$ cat src/rtl/text_buffer_if.sv
// Byte-stream handshake between the character receiver and the text buffer.
// The receiver drives data/valid and the buffer answers with ready.
interface text_buffer_if;
   logic [7:0] rx_data;
   logic       rx_valid;
   logic       rx_ready;

   modport master (
      output rx_data,
      output rx_valid,
      input  rx_ready
   );

   modport slave (
      input  rx_data,
      input  rx_valid,
      output rx_ready
   );
endinterface

$ cat src/rtl/text_buffer.sv
// Character grid for the glyph renderer: consumes a byte stream with a few
// control codes and serves the character under the current pixel each cycle.
module text_buffer #(
   parameter int COLS = 32,
   parameter int ROWS = 4,
   parameter int X0   = 192,
   parameter int Y0   = 208,
   localparam int CW  = $clog2(COLS),
   localparam int RW  = $clog2(ROWS)
) (
   input  logic          clk,
   input  logic          reset_n,
   text_buffer_if.slave  rx,
   input  logic [9:0]    x,
   input  logic [9:0]    y,
   output logic [7:0]    ascii_code,
   output logic [CW-1:0] cursor_col,
   output logic [RW-1:0] cursor_row,
   output logic          busy
);
   localparam int DEPTH = COLS * ROWS;
   localparam int AW    = $clog2(DEPTH);
   localparam logic [7:0] SPACE = 8'h20;

   typedef enum logic [1:0] {CLEAR, IDLE, WRITE} state_t;

   state_t        state, state_nx;
   logic [AW-1:0] sweep_idx, sweep_nx;
   logic [CW-1:0] col_nx;
   logic [RW-1:0] row_nx;
   logic [7:0]    rx_byte, rx_byte_nx;
   logic          we;
   logic [AW-1:0] waddr;
   logic [7:0]    wdata;
   logic [7:0]    mem [DEPTH];

   logic          in_window;
   logic [CW-1:0] rd_col;
   logic [RW-1:0] rd_row;
   logic [RW-1:0] row_inc;

   function automatic logic [AW-1:0] cell_addr(input logic [CW-1:0] c, input logic [RW-1:0] r);
      return AW'(int'(r) * COLS + int'(c));
   endfunction

   assign row_inc = (cursor_row == RW'(ROWS - 1)) ? '0 : cursor_row + RW'(1);

   always_ff @(posedge clk or negedge reset_n) begin
      if (!reset_n) begin
         state      <= CLEAR;
         sweep_idx  <= '0;
         cursor_col <= '0;
         cursor_row <= '0;
         rx_byte    <= '0;
      end else begin
         state      <= state_nx;
         sweep_idx  <= sweep_nx;
         cursor_col <= col_nx;
         cursor_row <= row_nx;
         rx_byte    <= rx_byte_nx;
      end
   end

   always_comb begin
      state_nx    = state;
      sweep_nx    = sweep_idx;
      col_nx      = cursor_col;
      row_nx      = cursor_row;
      rx_byte_nx  = rx_byte;
      we          = 1'b0;
      waddr       = cell_addr(cursor_col, cursor_row);
      wdata       = rx_byte;
      rx.rx_ready = 1'b0;
      busy        = 1'b0;
      case (state)
         CLEAR: begin
            busy  = 1'b1;
            we    = 1'b1;
            waddr = sweep_idx;
            wdata = SPACE;
            if (sweep_idx == AW'(DEPTH - 1)) begin
               state_nx = IDLE;
               sweep_nx = '0;
               col_nx   = '0;
               row_nx   = '0;
            end else begin
               sweep_nx = sweep_idx + AW'(1);
            end
         end
         IDLE: begin
            rx.rx_ready = 1'b1;
            if (rx.rx_valid) begin
               rx_byte_nx = rx.rx_data;
               state_nx   = WRITE;
            end
         end
         WRITE: begin
            state_nx = IDLE;
            // Backspace blanks the cell it steps back onto; never moves past (0,0).
            if (rx_byte == 8'h08) begin
               if (cursor_col != '0 || cursor_row != '0) begin
                  if (cursor_col == '0) begin
                     col_nx = CW'(COLS - 1);
                     row_nx = cursor_row - RW'(1);
                  end else begin
                     col_nx = cursor_col - CW'(1);
                  end
                  we    = 1'b1;
                  waddr = cell_addr(col_nx, row_nx);
                  wdata = SPACE;
               end
            end else if (rx_byte == 8'h0A || rx_byte == 8'h0D) begin
               col_nx = '0;
               row_nx = row_inc;
            end else if (rx_byte == 8'h0C) begin
               state_nx = CLEAR;
            end else if (rx_byte < 8'h20 || rx_byte == 8'h7F) begin
            end else begin
               we = 1'b1;
               if (cursor_col == CW'(COLS - 1)) begin
                  col_nx = '0;
                  row_nx = row_inc;
               end else begin
                  col_nx = cursor_col + CW'(1);
               end
            end
         end
         default: state_nx = CLEAR;
      endcase
   end

   always_ff @(posedge clk) begin
      if (we) begin
         mem[waddr] <= wdata;
      end
   end

   // Pixel-side read port runs every cycle regardless of what the writer is doing.
   assign in_window = (int'(x) >= X0) && (int'(x) < X0 + 8 * COLS) &&
                      (int'(y) >= Y0) && (int'(y) < Y0 + 16 * ROWS);
   assign rd_col    = CW'((int'(x) - X0) >> 3);
   assign rd_row    = RW'((int'(y) - Y0) >> 4);

   always_ff @(posedge clk or negedge reset_n) begin
      if (!reset_n) begin
         ascii_code <= SPACE;
      end else begin
         ascii_code <= in_window ? mem[cell_addr(rd_col, rd_row)] : SPACE;
      end
   end
endmodule

$ cat src/flat_wrapper.sv
// flat-port wrapper written by rule: the top's interface ports become plain ports
module text_buffer_flat 
#(
   parameter int COLS = 32,
   parameter int ROWS = 4,
   parameter int X0   = 192,
   parameter int Y0   = 208,
   localparam int CW  = $clog2(COLS),
   localparam int RW  = $clog2(ROWS)
)
  (clk, reset_n, x, y, ascii_code, cursor_col, cursor_row, busy, rx_rx_data, rx_rx_valid, rx_rx_ready);
  text_buffer_if rx_i ();
  input  logic clk;
  input  logic reset_n;
  input  logic [9:0] x;
  input  logic [9:0] y;
  output logic [7:0] ascii_code;
  output logic [CW-1:0] cursor_col;
  output logic [RW-1:0] cursor_row;
  output logic busy;
  input wire logic [$bits(rx_i.rx_data)-1:0] rx_rx_data;
  input wire logic [$bits(rx_i.rx_valid)-1:0] rx_rx_valid;
  output wire logic [$bits(rx_i.rx_ready)-1:0] rx_rx_ready;
  assign rx_i.rx_data = rx_rx_data;
  assign rx_i.rx_valid = rx_rx_valid;
  assign rx_rx_ready = rx_i.rx_ready;
  text_buffer #(.COLS(COLS), .ROWS(ROWS), .X0(X0), .Y0(Y0)) u_core (.clk(clk), .reset_n(reset_n), .rx(rx_i), .x(x), .y(y), .ascii_code(ascii_code), .cursor_col(cursor_col), .cursor_row(cursor_row), .busy(busy));
endmodule
$ cat config.mk
export PLATFORM = sky130hd
export DESIGN_NAME = text_buffer_flat
export DESIGN_NICKNAME = d
export VERILOG_FILES = /design/src/rtl/text_buffer_if.sv /design/src/rtl/text_buffer.sv /design/src/flat_wrapper.sv
export SDC_FILE = /design/constraint.sdc
export NUM_CORES = 1
export LEC_CHECK = 0
export CAP_MARGIN = 20
export CORE_ASPECT_RATIO = 1.4
export CORE_MARGIN = 2
export CORE_UTILIZATION = 45
export CTS_CLUSTER_DIAMETER = 120
export DETAILED_ROUTE_END_ITERATION = 10
export PLACE_DENSITY_LB_ADDON = 0.12
export SLEW_MARGIN = 5
export SYNTH_ARGS = -nofsm -noshare
export SYNTH_HDL_FRONTEND = slang
export SYNTH_SLANG_ARGS = --single-unit
$ cat constraint.sdc
create_clock -name clk -period 5.9 [get_ports clk]
set_clock_uncertainty 0.2 [all_clocks]
set_input_delay 1.18 -clock clk [delete_from_list [all_inputs] [get_ports clk]]
set_output_delay 1.18 -clock clk [all_outputs]
set_load 0.02 [all_outputs]
==> impl_metrics.yaml <==
worst_hold_path:
  whs_path_depth: 1
  min_path_type: "reg -> reg"
floorplanning:
  floorplan.initialDensity: 0.455
  die-height_um: 366
  ioPinCount: 48
  die_x_um: 263
  core_area_mm2: 0.0927
  dieArea_mm2: 0.0963
  rows: 132
synth:
  syn_nets: 2254
  avgSynthCellArea_um2: 19.1
  yosys_warnings: 0
  yosys_register_bits: 1056
  synthDistinctLibCells: 82
  async_flop_share: 0.0303
  synthFlopType: "edfxtp_1"
  synthCells: 2214
  syn-cell-area_mm2: 0.0422
  synth_edf_count: 1024
  ys_seq_area_frac: 0.748
power_and_ir_drop:
  pwr-share-seq: 0.493
  p_per_area_mw_per_mm2: 378
  p_leak_nw: 15.8
  internal_power_mw: 13.2
  switching_share: 0.276
  finalPower_mw: 18.3
  p_sw_mw: 5.05
  comb_power_share: 0.157
  clkPwrFrac: 0.350
  ir_drop_v: 0.000292
detailed_routing:
  avgViaCountPerCell: 6.02
  drt_pass1_iterations: 7
  drtAntennaViolNets: 0
  wirelength_um: 113000
  dr_total_vias: 22200
  route.detailed.drc: 0
  drt-initial-drc-count: 1818
  wire_per_inst_um: 30.6
finish:
  most-common-layout-cells: "1024 x edfxtp_1, 197 x mux4_2, 167 x buf_4, 157 x mux2i_1, 100 x clkbuf_16"
  nets: 2443
  area_growth_pct: 14.8
  multi_input_area_mm2: 0.0102
  final_common_cell: "edfxtp_1"
  drive_gt1_frac: 0.243
  finish.instance_area_mm2: 0.0484
  antennaDiodeCount: 0
  nFillCells: 7372
  register_area_mm2: 0.0316
  fin_util: 0.523
grt:
  antenna_found_initial: 2
  grt_pass1_vias: 23100
  grt_max_degree: 103
  grt_pass1_wl_um: 163000
  grt_usage: 0.236
  overflow: 0
setup_path:
  critPathKind: "reg -> reg"
  critPathMaxFanout: 10
  cp_top_family: "simple AND/OR/NAND/NOR gates"
  r2r_cells: 8
  cp.depth: 8
  startpoint_type: "register"
  crit_arrival_ps: 5050
  crit_chain: "inv_1 > ha_1 > or4b_1 > o2111ai_1 > nand3_1 > a22oi_1 > nand3_1 > nor2_1"
  crit_required_ps: 6020
  cp_slowest_cell: "nor2_1"
  cpPeakStageDelay_ps: 1000
  worst_setup_path_end_kind: "register"
  cp_num_buf_inv: 1
  path_common_cell: "nand3_1"
clocking:
  clockBufferDepth: 3
  cts_buffers: 99
  clkTransAtPathRegs_ps: 60
  cts_hold_buf: 0
  h-tree-depth: 3
  worstSkewPairLatency_ps: 710
  cts-root-buf: "clkbuf_16"
  clock-sinks: 1056
  post_cts_buffers: 0
  cts_tree: "yes"
  cts_resized: 0
sta:
  max_freq_ghz: 0.203
  period_share: 0.836
  setup_viol: 0
  relSlewSlack: 0.224
  hold_viol_final: 0
  setup_tns_ps: 0
  max_slew.worst_pin.slew_ps: 1160
  hold_ws_ps: 313
  rsz0062_at_grt: "no"
  slew_violations: 0
  final.min_clock_period_ps: 4930
run:
  max_cap_violations: 0
status:
  outcome: "finished clean"
placed_design:
  place_area_mm2: 0.0451
  hpwl_um: 72600
  portBuffers: 44
  gp_congestion: 0.850
[synth_stat cells (all sizes together) (3+ instances only)]
master   number  share of area
a21boi        3        0.00080
or2           3        0.00044
o31ai         3        0.00053
a2111oi       7         0.0019
and2         12         0.0018
mux4        197           0.11
nand4        11         0.0016
edfxtp     1024           0.73
a2bb2oi       3        0.00062
buf          69         0.0079
nor3         69         0.0087
nand3        24         0.0033
mux2         17         0.0045
nor2         73         0.0070
or4           5        0.00098
or3           4        0.00074
a22oi        63          0.011
mux2i       157          0.037
nand2        94         0.0084
nand2b        8         0.0012
nor4         25         0.0041
inv          16         0.0014
nor2b        10         0.0015
nand3b        4        0.00071
o21ai        52         0.0063
a211oi        6         0.0011
xnor2         5         0.0010
a22o          9         0.0019
o22ai         6        0.00089
a2111o        4         0.0011
a31oi        42         0.0062
a21oi        41         0.0049
dfrtp        31          0.018
and3          3        0.00056
o211ai        9         0.0016
ha            9         0.0027
clkbuf       64         0.0058
[power by group through the flow]
| stage | Combinational, mW | Clock, mW | Sequential, mW |
|---|---|---|---|
| 2_1_floorplan | 1.53 | 0 | 9.14 |
| 3_5_place_dp | 2.86 | 0 | 9.17 |
| 3_3_place_gp | 2.80 | 0 | 9.14 |
| 6_report | 2.87 | 6.41 | 9.01 |
| 5_1_grt | 3.02 | 6.80 | 9.04 |
| 4_1_cts | 2.86 | 6.53 | 9.01 |
[stage by stage]
stage	setup WS [ps]	cells
3_3_place_gp	1200	3505
2_1_floorplan	19.7	2214
5_1_grt	804	3694
6_report	966	3694
3_5_place_dp	1080	3506
4_1_cts	1060	3692
[layout make-up]
| type | instances | share of cell area |
|---|---|---|
| clock buffers | 128 | 0.0549 |
| clock inverters | 58 | 0.0126 |
| inverters | 17 | 0.00132 |
| multi-input cells | 1008 | 0.210 |
| flip-flops and latches | 1056 | 0.651 |
| well taps | 1206 | 0.0312 |
| repair buffers | 221 | 0.0389 |
[state kept, by name, indices dropped and copies added (netlist names)]
register	cells
u_core.ascii_code	8
u_core.cursor_col	5
u_core.cursor_row	2
u_core.mem	1024
u_core.rx_byte	8
u_core.state	2
u_core.sweep_idx	7
[per-layer routing]
layer	share of wire	vias up	routed length, um	GRT usage
met4	0.041	2	4650	0.102
met2	0.52	713	59000	0.415
li1	-	9497	-	-
met3	0.054	198	6080	0.0321
met1	0.38	11800	43300	0.292
met5	0.00014	-	16	0
[path summary, 6_finish.rpt]
kind,to,slack (ps),startpoint
max reg2reg,u_core.mem[30][7],970,u_core.cursor_col[0]
max in group asynchronous,u_core.sweep_idx[5],4560,reset_n
min,u_core.sweep_idx[5],310,u_core.sweep_idx[5]
min reg2reg,u_core.sweep_idx[5],310,u_core.sweep_idx[5]
max,u_core.mem[30][7],970,u_core.cursor_col[0]
min in group asynchronous,u_core.rx_byte[2],390,reset_n
[logic make-up after synthesis]
group	Yosys count	synth area share
DFF	1056	0.748
muxes	371	0.147
buffers and inverters	150	0.0152
and+or+nand+nor	354	0.0431
AOI/OAI and AO/OA	268	0.0431
xor gates and xnor gates	6	0.00125
adders and majority gates	9	0.00267
(Power assumes the default switching activity.)
